<file path="src/rtl/fifo_flags_if.sv">
// Channel-side bundle of a fifo_flags instance: push/pop requests, popped
// data and the occupancy/status flags consumed by the flow-control FSM.
interface fifo_flags_if #(
  parameter int DATA_WIDTH = 6,
  parameter int ADDR_WIDTH = 2
) ();

  logic                  wr_enable;
  logic [DATA_WIDTH-1:0] data_in;
  logic                  rd_enable;
  logic [DATA_WIDTH-1:0] data_out;
  logic                  valid_out;
  logic [ADDR_WIDTH:0]   fifo_count;
  logic                  FIFOfull;
  logic                  FIFOempty;
  logic                  FIFOpause;
  logic                  FIFOcontinue;
  logic                  FIFOerror;

  // Producer/consumer of the FIFO (drives requests, observes status).
  modport master (
    output wr_enable, data_in, rd_enable,
    input  data_out, valid_out, fifo_count,
    input  FIFOfull, FIFOempty, FIFOpause, FIFOcontinue, FIFOerror
  );

  // The FIFO itself.
  modport slave (
    input  wr_enable, data_in, rd_enable,
    output data_out, valid_out, fifo_count,
    output FIFOfull, FIFOempty, FIFOpause, FIFOcontinue, FIFOerror
  );

endinterface

</file>
<file path="src/rtl/fifo_flags.sv">
// Small virtual-channel FIFO with high/low watermark flags (pause/continue
// hysteresis), full/empty decodes and a sticky overflow/underflow error.
module fifo_flags #(
  parameter int DATA_WIDTH = 6,
  parameter int ADDR_WIDTH = 2,
  parameter int HIGH_TH    = 3,
  parameter int LOW_TH     = 1
) (
  input  logic         clk,
  input  logic         reset,   // asynchronous, active-low
  fifo_flags_if.slave  bus
);

  localparam int DEPTH = 1 << ADDR_WIDTH;
  localparam logic [ADDR_WIDTH:0]   DEPTH_C = (ADDR_WIDTH+1)'(DEPTH);
  localparam logic [ADDR_WIDTH:0]   HIGH_C  = (ADDR_WIDTH+1)'(HIGH_TH);
  localparam logic [ADDR_WIDTH:0]   LOW_C   = (ADDR_WIDTH+1)'(LOW_TH);
  localparam logic [ADDR_WIDTH:0]   CNT_ONE = (ADDR_WIDTH+1)'(1);
  localparam logic [ADDR_WIDTH-1:0] PTR_ONE = ADDR_WIDTH'(1);

  logic [DATA_WIDTH-1:0] r_mem [DEPTH];
  logic [ADDR_WIDTH-1:0] r_wr_ptr;
  logic [ADDR_WIDTH-1:0] r_rd_ptr;
  logic [ADDR_WIDTH:0]   r_count;
  logic [DATA_WIDTH-1:0] r_data_out;
  logic                  r_valid_out;
  logic                  r_error;

  logic                  w_full;
  logic                  w_empty;
  logic                  w_pop;
  logic                  w_push;
  logic                  w_err_set;
  logic [ADDR_WIDTH:0]   w_count_next;

  // Flags decode the registered count, so they move with fifo_count.
  assign w_full  = (r_count == DEPTH_C);
  assign w_empty = (r_count == '0);

  // A pop frees a slot in the same cycle, so push-while-full is legal with it.
  assign w_pop     = bus.rd_enable && !w_empty;
  assign w_push    = bus.wr_enable && (!w_full || w_pop);
  assign w_err_set = (bus.wr_enable && w_full && !w_pop) ||
                     (bus.rd_enable && w_empty);

  // Occupancy update; push and pop together leave the count unchanged.
  always_comb begin
    // NOTE: default first so every path assigns w_count_next and no latch is inferred.
    w_count_next = r_count;
    if (w_push && !w_pop)      w_count_next = r_count + CNT_ONE;
    else if (w_pop && !w_push) w_count_next = r_count - CNT_ONE;
  end

  // Storage array written on accepted pushes.
  // NOTE: the array has no reset; its contents are unreachable until written,
  // and leaving it out of the reset lets it map onto plain RAM/register files.
  always_ff @(posedge clk) begin
    if (w_push) r_mem[r_wr_ptr] <= bus.data_in;
  end

  // Pointers, count, popped word, valid strobe and sticky error.
  always_ff @(posedge clk or negedge reset) begin
    // NOTE: non-blocking assignments so every register samples pre-edge values.
    if (!reset) begin
      r_wr_ptr    <= '0;
      r_rd_ptr    <= '0;
      r_count     <= '0;
      r_data_out  <= '0;
      r_valid_out <= 1'b0;
      r_error     <= 1'b0;
    end else begin
      r_count     <= w_count_next;
      r_valid_out <= w_pop;
      if (w_push) r_wr_ptr <= r_wr_ptr + PTR_ONE;
      if (w_pop) begin
        r_rd_ptr   <= r_rd_ptr + PTR_ONE;
        r_data_out <= r_mem[r_rd_ptr];
      end
      if (w_err_set) r_error <= 1'b1;
    end
  end

  assign bus.data_out     = r_data_out;
  assign bus.valid_out    = r_valid_out;
  assign bus.fifo_count   = r_count;
  assign bus.FIFOfull     = w_full;
  assign bus.FIFOempty    = w_empty;
  assign bus.FIFOpause    = (r_count >= HIGH_C);
  assign bus.FIFOcontinue = (r_count <= LOW_C);
  assign bus.FIFOerror    = r_error;

endmodule

</file>
<file path="src/flat_wrapper.sv">
// flat-port wrapper written by rule: the top's interface ports become plain ports
module fifo_flags_flat 
#(
  parameter int DATA_WIDTH = 6,
  parameter int ADDR_WIDTH = 2,
  parameter int HIGH_TH    = 3,
  parameter int LOW_TH     = 1
)
  (clk, reset, bus_wr_enable, bus_data_in, bus_rd_enable, bus_data_out, bus_valid_out, bus_fifo_count, bus_FIFOfull, bus_FIFOempty, bus_FIFOpause, bus_FIFOcontinue, bus_FIFOerror);
  fifo_flags_if #(.DATA_WIDTH(DATA_WIDTH), .ADDR_WIDTH(ADDR_WIDTH)) bus_i ();
  input  logic clk;
  input  logic reset;
  input wire logic [$bits(bus_i.wr_enable)-1:0] bus_wr_enable;
  input wire logic [$bits(bus_i.data_in)-1:0] bus_data_in;
  input wire logic [$bits(bus_i.rd_enable)-1:0] bus_rd_enable;
  output wire logic [$bits(bus_i.data_out)-1:0] bus_data_out;
  output wire logic [$bits(bus_i.valid_out)-1:0] bus_valid_out;
  output wire logic [$bits(bus_i.fifo_count)-1:0] bus_fifo_count;
  output wire logic [$bits(bus_i.FIFOfull)-1:0] bus_FIFOfull;
  output wire logic [$bits(bus_i.FIFOempty)-1:0] bus_FIFOempty;
  output wire logic [$bits(bus_i.FIFOpause)-1:0] bus_FIFOpause;
  output wire logic [$bits(bus_i.FIFOcontinue)-1:0] bus_FIFOcontinue;
  output wire logic [$bits(bus_i.FIFOerror)-1:0] bus_FIFOerror;
  assign bus_i.wr_enable = bus_wr_enable;
  assign bus_i.data_in = bus_data_in;
  assign bus_i.rd_enable = bus_rd_enable;
  assign bus_data_out = bus_i.data_out;
  assign bus_valid_out = bus_i.valid_out;
  assign bus_fifo_count = bus_i.fifo_count;
  assign bus_FIFOfull = bus_i.FIFOfull;
  assign bus_FIFOempty = bus_i.FIFOempty;
  assign bus_FIFOpause = bus_i.FIFOpause;
  assign bus_FIFOcontinue = bus_i.FIFOcontinue;
  assign bus_FIFOerror = bus_i.FIFOerror;
  fifo_flags #(.DATA_WIDTH(DATA_WIDTH), .ADDR_WIDTH(ADDR_WIDTH), .HIGH_TH(HIGH_TH), .LOW_TH(LOW_TH)) u_core (.clk(clk), .reset(reset), .bus(bus_i));
endmodule
</file>
<file path="config.mk">
export PLATFORM = sky130hd
export DESIGN_NAME = fifo_flags_flat
export DESIGN_NICKNAME = d
export VERILOG_FILES = /design/src/rtl/fifo_flags_if.sv /design/src/rtl/fifo_flags.sv /design/src/flat_wrapper.sv
export SDC_FILE = /design/constraint.sdc
export NUM_CORES = 1
export LEC_CHECK = 0
export ABC_CLOCK_PERIOD_IN_PS = 2600
export CAP_MARGIN = 20
export CORE_AREA = 10 10 72 89
export CTS_BUF_LIST = sky130_fd_sc_hd__clkbuf_8
export DETAILED_ROUTE_END_ITERATION = 12
export DIE_AREA = 0 0 82 99
export GPL_ROUTABILITY_DRIVEN = 0
export GPL_TIMING_DRIVEN = 0
export PLACE_DENSITY_LB_ADDON = 0.3
export REMOVE_ABC_BUFFERS = 1
export SYNTH_ARGS = -nofsm -noshare
export SYNTH_HDL_FRONTEND = slang
export SYNTH_SLANG_ARGS = --single-unit
export TNS_END_PERCENT = 50
</file>
<file path="constraint.sdc">
create_clock -name clk -period 2.6 [get_ports clk]
set_input_delay 0.52 -clock clk [delete_from_list [all_inputs] [get_ports clk]]
set_output_delay 0.52 -clock clk [all_outputs]
set_load 0.005 [all_outputs]
</file>
; ---- Word level (Yosys, flattened, before mapping)
; Memories as Yosys holds them, arrays and structs flattened. A register that Yosys moved wholly into a read port is not among the register bits.
; Cells that the tools add are included.
[word_totals]
regBits = 9
latch_bits = 0
ram_bits = 24
rom_bits = 0
input_bits = 10
output_inout_bits = 15
word_cells = 33
mem_count = 1
[classes]
add_sub_neg = 4
mul = 0
n_div = 0
magnitude_cmp = 2
n_eq_ne = 1
n_shift = 0
muxes = 4
bitwise_logic = 0
reduce_logical = 16
[mem_list]
columns = name, depth, word_bits, rd, rd_clocked_by_memory_dff, wr, line
row1 = u_core.r_mem, 4, 6, 1, 1, 1, fifo_flags.sv:21  ; logic [DATA_WIDTH-1:0] r_mem [DEPTH];
[ops]
columns = op, n
row1 = logical AND 1 bit, 7
row2 = 2-to-1 mux 3 bit, 2
row3 = zero test 1 bit, 5
row4 = adder 2 x 1 -> 2 bit (second input constant), 2
row5 = adder 3 x 1 -> 3 bit (second input constant), 1
row6 = == test 3 bit (second input constant), 1
row7 = greater-or-equal comparator 3 x 2 -> 1 bit (second input constant), 1
row8 = <= comparator 3 x 1 -> 1 bit (second input constant), 1
row9 = zero test 3 bit, 1
row10 = subtractor 3 x 1 -> 3 bit (second input constant), 1
row11 = logical OR 1 bit, 2
row12 = 2-to-1 mux 1 bit, 2
row13 = nonzero test 2 bit, 1

; ---- Logic depth before layout (Yosys ltp)
[logic_depth]
depth_word = 9
depth_mapped = 8
ltp_nobuf = 8

; ---- Least setup slack after synthesis
; OpenSTA, ideal clock, no wires.
[synth_path]
path_type = register to register
start = register u_core.r_count[0], in the netlist u_core.bus.fifo_count[0]
end = register u_core.r_count[2], in the netlist u_core.bus.fifo_count[2]
setup_time_ns = 0.083
arrival_time_ns = 1.733
required_ns = 2.517
path_slack_ns = 0.784
path_stages_with_launch = 9
path_buffers = 0
period_less_slack_ns = 1.816
cell_sequence = dfrtp_1 inv_1 ha_1 nand2b_1 nand2_2 ha_1 nor3b_1 a21oi_1 o21ai_0
[synth_via]
elab_chain_cells = 8
elab_cells_between_ends = 16
cone_classes = add/sub (2) / eq/ne (1) / mux (2) / reduce/logical (11)
[synth_rtl]
columns = element, line
row1 = start: declaration, fifo_flags.sv:24  ; logic [ADDR_WIDTH:0] r_count;
row2 = start signal: assignment, fifo_flags.sv:72  ; r_count <= w_count_next;
row3 = branches (longest 8 deep; another with subtractor 3 x 1 -> 3 bit), --
; Parallel ways; which one is timed is not known. The select of a mux whose other input is x is not followed.
; A chain may end at the register's enable or synchronous reset.

; ---- Final worst setup path
[layout_path]
start = register u_core.r_count[0], in the netlist u_core.bus.fifo_count[0]
end = output port bus_FIFOempty
[layout_via]
elab_chain_cells = 1
[layout_rtl]
columns = element, line
row1 = zero test 3 bit, fifo_flags.sv:38  ; assign w_empty = (r_count == '0);
row2 = end: declaration, flat_wrapper.sv:20  ; output wire logic [$bits(bus_i.FIFOempty)-1:0] bus_FIFOempty;
; Every way passes these cells.

==> run metrics <==
status=finished clean; drc violations=0; root buffer cell=clkbuf_8; Layout fillers=439; synth top area cells=edfxtp_1 (43%), dfrtp_1 (22%), mux4_2 (8.1%); post-synthesis adder-cell area fraction=7.47%; worst-skew pair later-pin latency=290 ps; routed wire length=2740 um; IO Pins=25; GRT Total Usage=7.17%; chip height=99 um; nature of the critical path endpoint=output pin; CTS max path bufs=2; drt pass-1 iters=4; Critical Path RT=2080 ps; Site Rows=28; Post-CTS Setup Bufs=0; largest net degree at the start of global routing=16; main combinational cell family by area after synthesis=multiplexers; Synth area leader=edfxtp_1; worst hold start=u_core.bus.FIFOerror; dominant synthesized flop cell=edfxtp_1; Area Overhead vs Synth=22.3%; initial antenna violation count=0; slew margin rel.=54.5%; hold_buf cts=0; Hold WC Path Type=flop to flop; die area=8120 sq um; CTS H-tree depth=2; worst-margin pin slew=680 ps; Yosys warnings=0; Die X=82 um; mux share of post-synthesis cell area=12.8%; Compound-Gate Fraction of Synth Area=3.36%; Avg Inst Size Synth=16.4 sq um; drt wl/cell=14.4 um; CTS tree=done; startpoint type of the worst setup path=flop; Final TNS setup=0 ps; Pint=1.53 mW; Net Sw Frac=29.9%; Power Density=1060 nW/um^2; sequential share of the synthesized area=65.4%; r2r setup slk=580 ps; max cap viols=0; Net Switching=0.652 mW; sequential cell area=1100 sq um; CTS resizes=0; Clk pwr share=17.2%; crit path max fanout=5; top-area cell type share of the netlist area=43.0%; drt initial violations=27; Post-Syn Area=1680 sq um; Worst-path clk slew=70 ps; Synth Area in Simple Gates=5.23%; Fmax=436 MHz; WHS Endpoint=u_core.bus.FIFOerror; layout cell share with drive strength beyond 1=16.0%; port bufs=24; combinational fraction of design power=36.6%; most numerous cell in the Yosys netlist=edfxtp_1; Final Max Slew Viols=0; Post-Synthesis Cells=102; Vias=876; Detail Placement HPWL=2120 um; crit path DAT=1770 ps; Sequential Power Share=46.3%; Final period util=88.1%; Tot Pwr=2.18 mW; WHS Path Cells=1; number of global-route vias before repair=900; remaining antenna violation count=0; Final Hold Fails=0; Lkg Pwr=0.795 nW; Final Skew=6.12 ps; r2r endpoint=u_core.bus.fifo_count[2]; total grt overflow=0; Num CTS Buffers=5; XOR/XNOR Fraction of Synth Area=2.61%; WS Path Type=flop to output pin; n_diodes=0; r2r worst-path depth=8; # nets final=150; Yosys reg bits=39; VDD IR-drop max=312 uV; Initial Util=35.7%; number of synthesized flops with an enable pin=24; Min Hold Slack=467 ps; Async S/R FF share, synth=38.5%; Reg-to-Reg Start=u_core.bus.fifo_count[0]; Yosys cell types=23; area of the core=4690 sq um; RSZ-0062 raised after global routing=false; synth cell count leaders=edfxtp_1 (24), dfrtp_1 (15), ha_1 (10), inv_1 (8), mux2_2 (7); final setup violating endpoints=0; via/cell ratio=4.59; multi-input logic area=527 sq um; first-pass GRT wire length=4290 um; CTS sink count=39; Tmin final=2290 ps
-- per-layer routing --
metal / up-vias / global-route usage (%) / wire (um)
met5: - / 0 / 0
met4: 0 / 4.72 / 56
met3: 4 / 3.27 / 217
met2: 19 / 12.3 / 1480
met1: 435 / 6.50 / 987
li1: 418 / - / -
-- layout make-up --
cell class / instances / share of cell area (%)
flip-flops and latches: 39 / 53.5
inverters: 8 / 1.47
clock inverters: 3 / 0.610
well taps: 60 / 3.66
clock buffers: 5 / 3.36
repair buffers: 24 / 11.7
multi-input cells: 52 / 25.7
-- flip-flops by register name (all words and copies together), names as in the netlist --
signal and flops:
u_core.bus.valid_out 1, u_core.r_mem 24, u_core.bus.FIFOerror 1, u_core.r_wr_ptr 2, u_core.r_rd_ptr 2, u_core.bus.fifo_count 3, u_core.bus.data_out 6
-- cell usage in the layout, fill, tap and decap left out, drive strengths merged --
cell type	n
xnor2	4
nor2	2
nand2	2
nand2b	1
clkdlybuf4s50	24
ha	10
clkinv	1
inv	10
dfrtp	15
a21boi	1
nand3	1
nor3b	2
mux4	6
xor2	1
mux2	7
and2	5
a21oi	3
a21o	2
nor2b	2
o21ai	3
clkbuf	5
edfxtp	24
-- how the worst max path moves through the flow --
stage | from | end | slack, ps | depth (start not counted)
floorplan | u_core.bus.fifo_count[0] | u_core.bus.fifo_count[2] | 780 | 8
global placement | bus_rd_enable | u_core.bus.fifo_count[2] | 300 | 7
detailed placement | bus_rd_enable | u_core.bus.fifo_count[2] | 260 | 7
CTS | u_core.bus.fifo_count[0] | bus_FIFOempty | 280 | 5
global route | u_core.bus.fifo_count[1] | bus_FIFOempty | 170 | 5
finish | u_core.bus.fifo_count[0] | bus_FIFOempty | 310 | 5
-- power groups by stage --
stage               clock, mW  sequential, mW  combinational (mW)
floorplan                   0           0.991               0.473
global placement            0            1.01               0.798
detailed placement          0            1.03               0.817
CTS                     0.387            1.01               0.821
global route            0.410            1.04               0.886
finish                  0.374            1.01               0.796
-- metrics by stage --
step,cell area [sq um],worst slack (ps),utilization [%],instances
3_5_place_dp,1970,261,41.9,183
4_1_cts,2050,282,43.7,191
2_1_floorplan,1650,778,-,99
6_report,2050,309,43.7,191
3_3_place_gp,1970,302,41.9,183
5_1_grt,2050,173,43.7,191
-- critical path, cell delays in order (launching register included) --
cell and delay (ps):
dfrtp_1 430, inv_1 140, ha_1 240, nand2b_1 120, inv_1 70, clkdlybuf4s50_1 490
-- kinds of logic after synthesis --
kind of cell	Yosys count
simple gates	15
fa+ha+maj	10
buf+inv	11
mux	13
xor+xnor	5
compound gates	9
flops	39
(Power assumes the default switching activity.)
